<file path="src/rtl/mic1_pkg.sv">
// Shared types and constants for the MIC-1 register file / write-back slice.
package mic1_pkg;

    typedef enum logic [3:0] {
        B_MDR  = 4'd0,
        B_PC   = 4'd1,
        B_MBR  = 4'd2,
        B_MBRU = 4'd3,
        B_SP   = 4'd4,
        B_LV   = 4'd5,
        B_CPP  = 4'd6,
        B_TOS  = 4'd7,
        B_OPC  = 4'd8
    } b_sel_e;

    localparam int unsigned C_H   = 0;
    localparam int unsigned C_OPC = 1;
    localparam int unsigned C_TOS = 2;
    localparam int unsigned C_CPP = 3;
    localparam int unsigned C_LV  = 4;
    localparam int unsigned C_SP  = 5;
    localparam int unsigned C_PC  = 6;
    localparam int unsigned C_MDR = 7;
    localparam int unsigned C_MAR = 8;
    localparam int unsigned C_W   = 9;

    typedef enum logic [1:0] {
        IDLE     = 2'd0,
        RD_ISSUE = 2'd1,
        RD_WAIT  = 2'd2,
        WR_ISSUE = 2'd3
    } dport_state_e;

    typedef enum logic [1:0] {
        F_IDLE  = 2'd0,
        F_ISSUE = 2'd1,
        F_WAIT  = 2'd2
    } fport_state_e;

    localparam logic [31:0] SP_INIT_DEF  = 32'h0000_8000;
    localparam logic [31:0] LV_INIT_DEF  = 32'h0000_8000;
    localparam logic [31:0] CPP_INIT_DEF = 32'h0000_4000;

endpackage

</file>
<file path="src/rtl/mic1_regfile_if.sv">
// Data-memory and instruction-fetch handshake bundle; master is the datapath side.
interface mic1_regfile_if #(
    parameter int unsigned DATA_W = 32
);
    logic [DATA_W-1:0] mem_addr;
    logic [DATA_W-1:0] mem_wdata;
    logic              mem_rd_req;
    logic              mem_wr_req;
    logic              mem_rvalid;
    logic [DATA_W-1:0] mem_rdata;
    logic [DATA_W-1:0] if_addr;
    logic              if_req;
    logic              if_valid;
    logic [7:0]        if_data;

    modport master (
        output mem_addr, mem_wdata, mem_rd_req, mem_wr_req, if_addr, if_req,
        input  mem_rvalid, mem_rdata, if_valid, if_data
    );

    modport slave (
        input  mem_addr, mem_wdata, mem_rd_req, mem_wr_req, if_addr, if_req,
        output mem_rvalid, mem_rdata, if_valid, if_data
    );
endinterface

</file>
<file path="src/rtl/mic1_shifter.sv">
// Combinational MIC-1 shifter: SLL8 (priority) or arithmetic SRA1 of the ALU result.
module mic1_shifter #(
    parameter int unsigned DATA_W = 32
) (
    input  logic [DATA_W-1:0] alu_out,
    input  logic              sll8,
    input  logic              sra1,
    output logic [DATA_W-1:0] shift_out
);
    always_comb begin
        shift_out = alu_out;
        if (sll8)
            shift_out = {alu_out[DATA_W-9:0], 8'h00};
        else if (sra1)
            shift_out = {alu_out[DATA_W-1], alu_out[DATA_W-1:1]};
    end
endmodule

</file>
<file path="src/rtl/mic1_regfile.sv">
// MIC-1 register file, C-bus write-back, flag latch and the memory/fetch port FSMs.
module mic1_regfile
    import mic1_pkg::*;
#(
    parameter int unsigned      DATA_W   = 32,
    parameter logic [DATA_W-1:0] SP_INIT  = SP_INIT_DEF,
    parameter logic [DATA_W-1:0] LV_INIT  = LV_INIT_DEF,
    parameter logic [DATA_W-1:0] CPP_INIT = CPP_INIT_DEF
) (
    input  logic              clk,
    input  logic              rst_n,
    input  logic [DATA_W-1:0] alu_out,
    input  logic              alu_n,
    input  logic              alu_z,
    input  logic              sll8,
    input  logic              sra1,
    input  logic [C_W-1:0]    c_en,
    input  logic [3:0]        b_sel,
    input  logic              rd,
    input  logic              wr,
    input  logic              fetch,
    output logic [DATA_W-1:0] b_bus,
    output logic [DATA_W-1:0] h_out,
    output logic              n_flag,
    output logic              z_flag,
    output logic              mem_err,
    mic1_regfile_if.master    bus
);
    logic [DATA_W-1:0] s_bus;
    logic [DATA_W-1:0] h, opc, tos, cpp, lv, sp, pc, mdr, mar;
    logic [7:0]        mbr;
    logic              rd_req, wr_req, f_req;
    logic              d_err, f_err;
    dport_state_e      dstate;
    fport_state_e      fstate;

    mic1_shifter #(.DATA_W(DATA_W)) u_shifter (
        .alu_out   (alu_out),
        .sll8      (sll8),
        .sra1      (sra1),
        .shift_out (s_bus)
    );

    always_comb begin
        b_bus = '0;
        case (b_sel_e'(b_sel))
            B_MDR:   b_bus = mdr;
            B_PC:    b_bus = pc;
            B_MBR:   b_bus = {{(DATA_W-8){mbr[7]}}, mbr};
            B_MBRU:  b_bus = {{(DATA_W-8){1'b0}}, mbr};
            B_SP:    b_bus = sp;
            B_LV:    b_bus = lv;
            B_CPP:   b_bus = cpp;
            B_TOS:   b_bus = tos;
            B_OPC:   b_bus = opc;
            default: b_bus = '0;
        endcase
    end

    always_ff @(posedge clk or negedge rst_n) begin
        if (!rst_n) begin
            h      <= '0;
            opc    <= '0;
            tos    <= '0;
            cpp    <= CPP_INIT;
            lv     <= LV_INIT;
            sp     <= SP_INIT;
            pc     <= '0;
            mar    <= '0;
            n_flag <= 1'b0;
            z_flag <= 1'b0;
        end else begin
            if (c_en[C_H])   h   <= s_bus;
            if (c_en[C_OPC]) opc <= s_bus;
            if (c_en[C_TOS]) tos <= s_bus;
            if (c_en[C_CPP]) cpp <= s_bus;
            if (c_en[C_LV])  lv  <= s_bus;
            if (c_en[C_SP])  sp  <= s_bus;
            if (c_en[C_PC])  pc  <= s_bus;
            if (c_en[C_MAR]) mar <= s_bus;
            n_flag <= alu_n;
            z_flag <= alu_z;
        end
    end

    always_comb begin
        d_err = (rd && wr) || ((rd || wr) && dstate != IDLE) ||
                (bus.mem_rvalid && dstate != RD_WAIT);
        f_err = (fetch && fstate != F_IDLE) || (bus.if_valid && fstate != F_WAIT);
    end

    // MDR lives here because a returning read overrides a C-bus write to it.
    always_ff @(posedge clk or negedge rst_n) begin
        if (!rst_n) begin
            dstate <= IDLE;
            rd_req <= 1'b0;
            wr_req <= 1'b0;
            mdr    <= '0;
        end else begin
            rd_req <= 1'b0;
            wr_req <= 1'b0;
            if (dstate == RD_WAIT && bus.mem_rvalid)
                mdr <= bus.mem_rdata;
            else if (c_en[C_MDR])
                mdr <= s_bus;
            case (dstate)
                IDLE: begin
                    if (rd && !wr) begin
                        dstate <= RD_ISSUE;
                        rd_req <= 1'b1;
                    end else if (wr && !rd) begin
                        dstate <= WR_ISSUE;
                        wr_req <= 1'b1;
                    end
                end
                RD_ISSUE: dstate <= RD_WAIT;
                RD_WAIT:  if (bus.mem_rvalid) dstate <= IDLE;
                WR_ISSUE: dstate <= IDLE;
                default:  dstate <= IDLE;
            endcase
        end
    end

    always_ff @(posedge clk or negedge rst_n) begin
        if (!rst_n) begin
            fstate <= F_IDLE;
            f_req  <= 1'b0;
            mbr    <= '0;
        end else begin
            f_req <= 1'b0;
            case (fstate)
                F_IDLE: begin
                    if (fetch) begin
                        fstate <= F_ISSUE;
                        f_req  <= 1'b1;
                    end
                end
                F_ISSUE: fstate <= F_WAIT;
                F_WAIT: begin
                    if (bus.if_valid) begin
                        mbr    <= bus.if_data;
                        fstate <= F_IDLE;
                    end
                end
                default: fstate <= F_IDLE;
            endcase
        end
    end

    always_ff @(posedge clk or negedge rst_n) begin
        if (!rst_n)
            mem_err <= 1'b0;
        else if (d_err || f_err)
            mem_err <= 1'b1;
    end

    assign h_out          = h;
    assign bus.mem_addr   = mar;
    assign bus.mem_wdata  = mdr;
    assign bus.mem_rd_req = rd_req;
    assign bus.mem_wr_req = wr_req;
    assign bus.if_addr    = pc;
    assign bus.if_req     = f_req;
endmodule
</file>
<file path="src/flat_wrapper.sv">
// flat-port wrapper written by rule: the top's interface ports become plain ports
module mic1_regfile_flat import mic1_pkg::*;
#(
    parameter int unsigned      DATA_W   = 32,
    parameter logic [DATA_W-1:0] SP_INIT  = SP_INIT_DEF,
    parameter logic [DATA_W-1:0] LV_INIT  = LV_INIT_DEF,
    parameter logic [DATA_W-1:0] CPP_INIT = CPP_INIT_DEF
)
  (clk, rst_n, alu_out, alu_n, alu_z, sll8, sra1, c_en, b_sel, rd, wr, fetch, b_bus, h_out, n_flag, z_flag, mem_err, bus_mem_addr, bus_mem_wdata, bus_mem_rd_req, bus_mem_wr_req, bus_if_addr, bus_if_req, bus_mem_rvalid, bus_mem_rdata, bus_if_valid, bus_if_data);
  mic1_regfile_if #(.DATA_W(DATA_W)) bus_i ();
  input  logic clk;
  input  logic rst_n;
  input  logic [DATA_W-1:0] alu_out;
  input  logic alu_n;
  input  logic alu_z;
  input  logic sll8;
  input  logic sra1;
  input  logic [C_W-1:0] c_en;
  input  logic [3:0] b_sel;
  input  logic rd;
  input  logic wr;
  input  logic fetch;
  output logic [DATA_W-1:0] b_bus;
  output logic [DATA_W-1:0] h_out;
  output logic n_flag;
  output logic z_flag;
  output logic mem_err;
  output wire logic [$bits(bus_i.mem_addr)-1:0] bus_mem_addr;
  output wire logic [$bits(bus_i.mem_wdata)-1:0] bus_mem_wdata;
  output wire logic [$bits(bus_i.mem_rd_req)-1:0] bus_mem_rd_req;
  output wire logic [$bits(bus_i.mem_wr_req)-1:0] bus_mem_wr_req;
  output wire logic [$bits(bus_i.if_addr)-1:0] bus_if_addr;
  output wire logic [$bits(bus_i.if_req)-1:0] bus_if_req;
  input wire logic [$bits(bus_i.mem_rvalid)-1:0] bus_mem_rvalid;
  input wire logic [$bits(bus_i.mem_rdata)-1:0] bus_mem_rdata;
  input wire logic [$bits(bus_i.if_valid)-1:0] bus_if_valid;
  input wire logic [$bits(bus_i.if_data)-1:0] bus_if_data;
  assign bus_mem_addr = bus_i.mem_addr;
  assign bus_mem_wdata = bus_i.mem_wdata;
  assign bus_mem_rd_req = bus_i.mem_rd_req;
  assign bus_mem_wr_req = bus_i.mem_wr_req;
  assign bus_if_addr = bus_i.if_addr;
  assign bus_if_req = bus_i.if_req;
  assign bus_i.mem_rvalid = bus_mem_rvalid;
  assign bus_i.mem_rdata = bus_mem_rdata;
  assign bus_i.if_valid = bus_if_valid;
  assign bus_i.if_data = bus_if_data;
  mic1_regfile #(.DATA_W(DATA_W), .SP_INIT(SP_INIT), .LV_INIT(LV_INIT), .CPP_INIT(CPP_INIT)) u_core (.clk(clk), .rst_n(rst_n), .alu_out(alu_out), .alu_n(alu_n), .alu_z(alu_z), .sll8(sll8), .sra1(sra1), .c_en(c_en), .b_sel(b_sel), .rd(rd), .wr(wr), .fetch(fetch), .b_bus(b_bus), .h_out(h_out), .n_flag(n_flag), .z_flag(z_flag), .mem_err(mem_err), .bus(bus_i));
endmodule
</file>
<file path="config.mk">
export PLATFORM = sky130hd
export DESIGN_NAME = mic1_regfile_flat
export DESIGN_NICKNAME = d
export VERILOG_FILES = /design/src/rtl/mic1_pkg.sv /design/src/rtl/mic1_regfile_if.sv /design/src/rtl/mic1_shifter.sv /design/src/rtl/mic1_regfile.sv /design/src/flat_wrapper.sv
export SDC_FILE = /design/constraint.sdc
export NUM_CORES = 1
export LEC_CHECK = 0
export CORE_MARGIN = 2
export CORE_UTILIZATION = 48
export CTS_CLUSTER_DIAMETER = 40
export DETAILED_ROUTE_END_ITERATION = 8
export PLACE_DENSITY = 0.88
export SLEW_MARGIN = 20
export SYNTH_ARGS = -nofsm -noshare
export SYNTH_HDL_FRONTEND = slang
export SYNTH_HIERARCHICAL = 1
export SYNTH_SLANG_ARGS = --single-unit
</file>
<file path="constraint.sdc">
create_clock -name clk -period 1.1 [get_ports clk]
set_input_delay 0.11 -clock clk [delete_from_list [all_inputs] [get_ports clk]]
set_output_delay 0.11 -clock clk [all_outputs]
set_load 0.01 [all_outputs]
</file>
==> results.yml <==
yosys:
  synth_top_area_share_pct: 50.9
  ys.flop_type: "dfrtp_1"
  ys_ff_latch: 306
  yosys_warnings: 6
  synth_fp_nets: 1321
  post-synth-top-count-cell: "dfrtp_1"
  syn_inst: 1221
  yosys-top-cells-count: "dfrtp_1, mux2_2, a21oi_1"
  ys_types: 49
  synth.area.top_cells: "dfrtp_1, mux2_2, mux2i_1"
  synth_edf_count: 0
  syn_area_mm2: 0.0149
  syn_avg_cell_area_um2: 12.2
  ys_async_sr_fraction_pct: 100
  synth_seq_area_share_pct: 51.4
  synth_top_area_cell: "dfrtp_1"
die:
  die_h_um: 180
  core_mm2: 0.0306
  die_width_um: 180
  pin_count: 262
  start_util_pct: 48.7
  rows: 64
  die-area_mm2: 0.0325
sta:
  finalWorstSetupSlack_ns: -1.02
  finalCritPeriodShare_pct: 193
  fmax_ghz: 0.471
  tightest_slew_ns: 0.653
  hold_viol: 0
  slew_viol_final: 0
  worst_hold_slack_ns: 0.0188
  skew_ns: 0.0338
  setup_viol: 206
  min_period_ns: 2.12
  rsz0062_at_grt: "yes"
  relSlewSlack_pct: 56.2
clocking:
  clk_path_buf_depth: 3
  cts_tree: "yes"
  path_clk_slew_ns: 0.06
  cts_sinks: 306
  cts_inserted_buffers: 45
  htreeDepth: 2
  worstSkewPairLatency_ns: 0.56
  cts_root_buf: "clkbuf_16"
grt:
  grtUsageMet1_pct: 40.4
  grt_pass1_vias: 13600
  grt_first_pass_wirelength_um: 81200
  use_met2_pct: 52.1
  grt_use_met3_pct: 7.68
  grt_use_total_pct: 32.1
  busiest_layer: "met2"
  gr-total-overflow: 0
  antenna_found_initial: 4
  grt_max_degree: 46
worst_hold_path:
  hold_path.class: "in2reg"
critical_path:
  crit_slowest_cell: "o21ai_0"
  path_class: "reg2out"
  rrSetupSlack_ns: -0.21
  cp_data_arrival_time_ns: 2.01
  critPathMaxFanout: 2
  crit_chain: "and3_1, o21ai_0, o2111ai_2, buf_2"
  worst_setup_path_end_kind: "primary output"
  startpoint_type: "flip-flop"
  slowest_delay_ns: 0.44
  required_ns: 0.99
placement:
  io_buffers: 261
  pre_cts_ws_ns: -0.782
  dpl.hpwl_um: 31900
  placed_cells_incl_taps: 1973
  gp_congestion: 0.893
route:
  wl_per_cell_um: 25.6
  vias_per_cell: 5.99
  drt_iter0_drc: 1063
  wl_um: 54000
  drc: 0
  antenna_left: 0
  route.vias.total: 12600
  drtPass1Iterations: 7
pwr:
  vdd_ir_drop_max_uv: 1310
  leakagePower_nw: 10.3
  power_mw: 43.4
  power.density_mw_per_mm2: 1950
layout:
  multi_input_comb_area_mm2: 0.00743
  utilization_pct: 72.9
  final_nets: 1774
  fillCellCount: 1813
  layout.cells.non_filler: 2111
  drive_gt1_share_pct: 54.3
  seq_area_mm2: 0.00766
  syn_to_final_growth_pct: 49.6
outcome:
  violations: "negative setup slack"
  outcome: "complete, but fails checks"
run:
  cap_violations: 0
state kept, by name (all words and copies together) (netlist names), 2 cells and up:
| name | flops |
|---|---|
| u_core/mbr | 8 |
| u_core/lv | 32 |
| u_core/bus.mem_wdata | 32 |
| u_core/tos | 32 |
| u_core/dstate | 2 |
| u_core/fstate | 2 |
| u_core/cpp | 32 |
| u_core/opc | 32 |
| u_core/bus.mem_addr | 32 |
| u_core/sp | 32 |
| u_core/h_out | 32 |
| u_core/bus.if_addr | 32 |
area by class of cell:
type                       instances  share of cell area, %
multi-input combinational        810                   33.3
clock inverter                    24                   1.25
timing repair buffer             508                   22.9
clock buffer                      60                   5.85
sequential                       306                   34.4
tap                              396                   2.22
inverter                           3                 0.0505
antenna                            4                 0.0449
placed cells by master (no fill, tap or decap), types with 34 or more instances in the layout:
cell type,n
buf_4,117
nand2_1,50
a21oi_1,34
mux2_2,275
buf_2,96
buf_6,159
dfrtp_1,302
clkdlybuf4s50_1,79
buf_12,48
mux2i_1,74
and3b_1,47
clkbuf_16,47
per-layer routing:
metal	share of wire [%]	wire [um]	up-vias
li1	-	-	5332
met3	8.2	4450	174
met1	39	21000	6448
met4	4.9	2670	0
met5	0	0	-
met2	48	25900	689
stage by stage:
stage	instance area, um2	setup TNS [ns]
2_1_floorplan	15300	-2.53
3_3_place_gp	19800	-123.14
3_5_place_dp	19800	-126.30
4_1_cts	22000	-50.32
5_1_grt	22300	-58.79
6_report	22300	-50.19
critical path, delay by kind of cell, from the launching register on:
family | cells | cell delay [ns]
compound gates | 2 | 0.67
buf+inv | 1 | 0.19
flops | 1 | 0.38
simple gates | 1 | 0.21
where the power goes:
part           switching, mW  internal [mW]
combinational           6.07           7.71
clock                   5.63           9.39
sequential              1.34           13.2
cells by family (layout without fill, tap and decap cells):
group | Yosys count | in the layout | share of synthesized area (%)
AO/OA/AOI/OAI | 183 | 183 | 7.02
AND/OR/NAND/NOR | 257 | 257 | 10.5
multiplexers | 366 | 366 | 27.0
adder cells (fa/ha/maj) | 4 | 4 | 0.336
other | 0 | 4 | 0
flip-flops | 306 | 306 | 51.4
buffers and inverters | 105 | 595 | 3.71
what timing repair did:
item,in CTS,in global routing
cloned,8,0
hold endpoints to repair,300,0
hold buffers,1,0
buffers inserted,51,31
gates resized for setup,914,62
setup endpoints to repair,215,209
pin swaps,19,15
final timing paths:
check	start	cells after the start	end
max	u_core/cpp[10]	4	b_bus[10]
min reg2reg	u_core/h_out[15]	1	u_core/h_out[15]
min in group asynchronous	rst_n	2	u_core/cpp[3]
min	alu_n	1	u_core/n_flag
max reg2reg	u_core/dstate[0]	6	u_core/bus.mem_wdata[18]
max in group asynchronous	rst_n	4	u_core/h_out[11]
No activity file was read; power rests on OpenSTA's default activity.
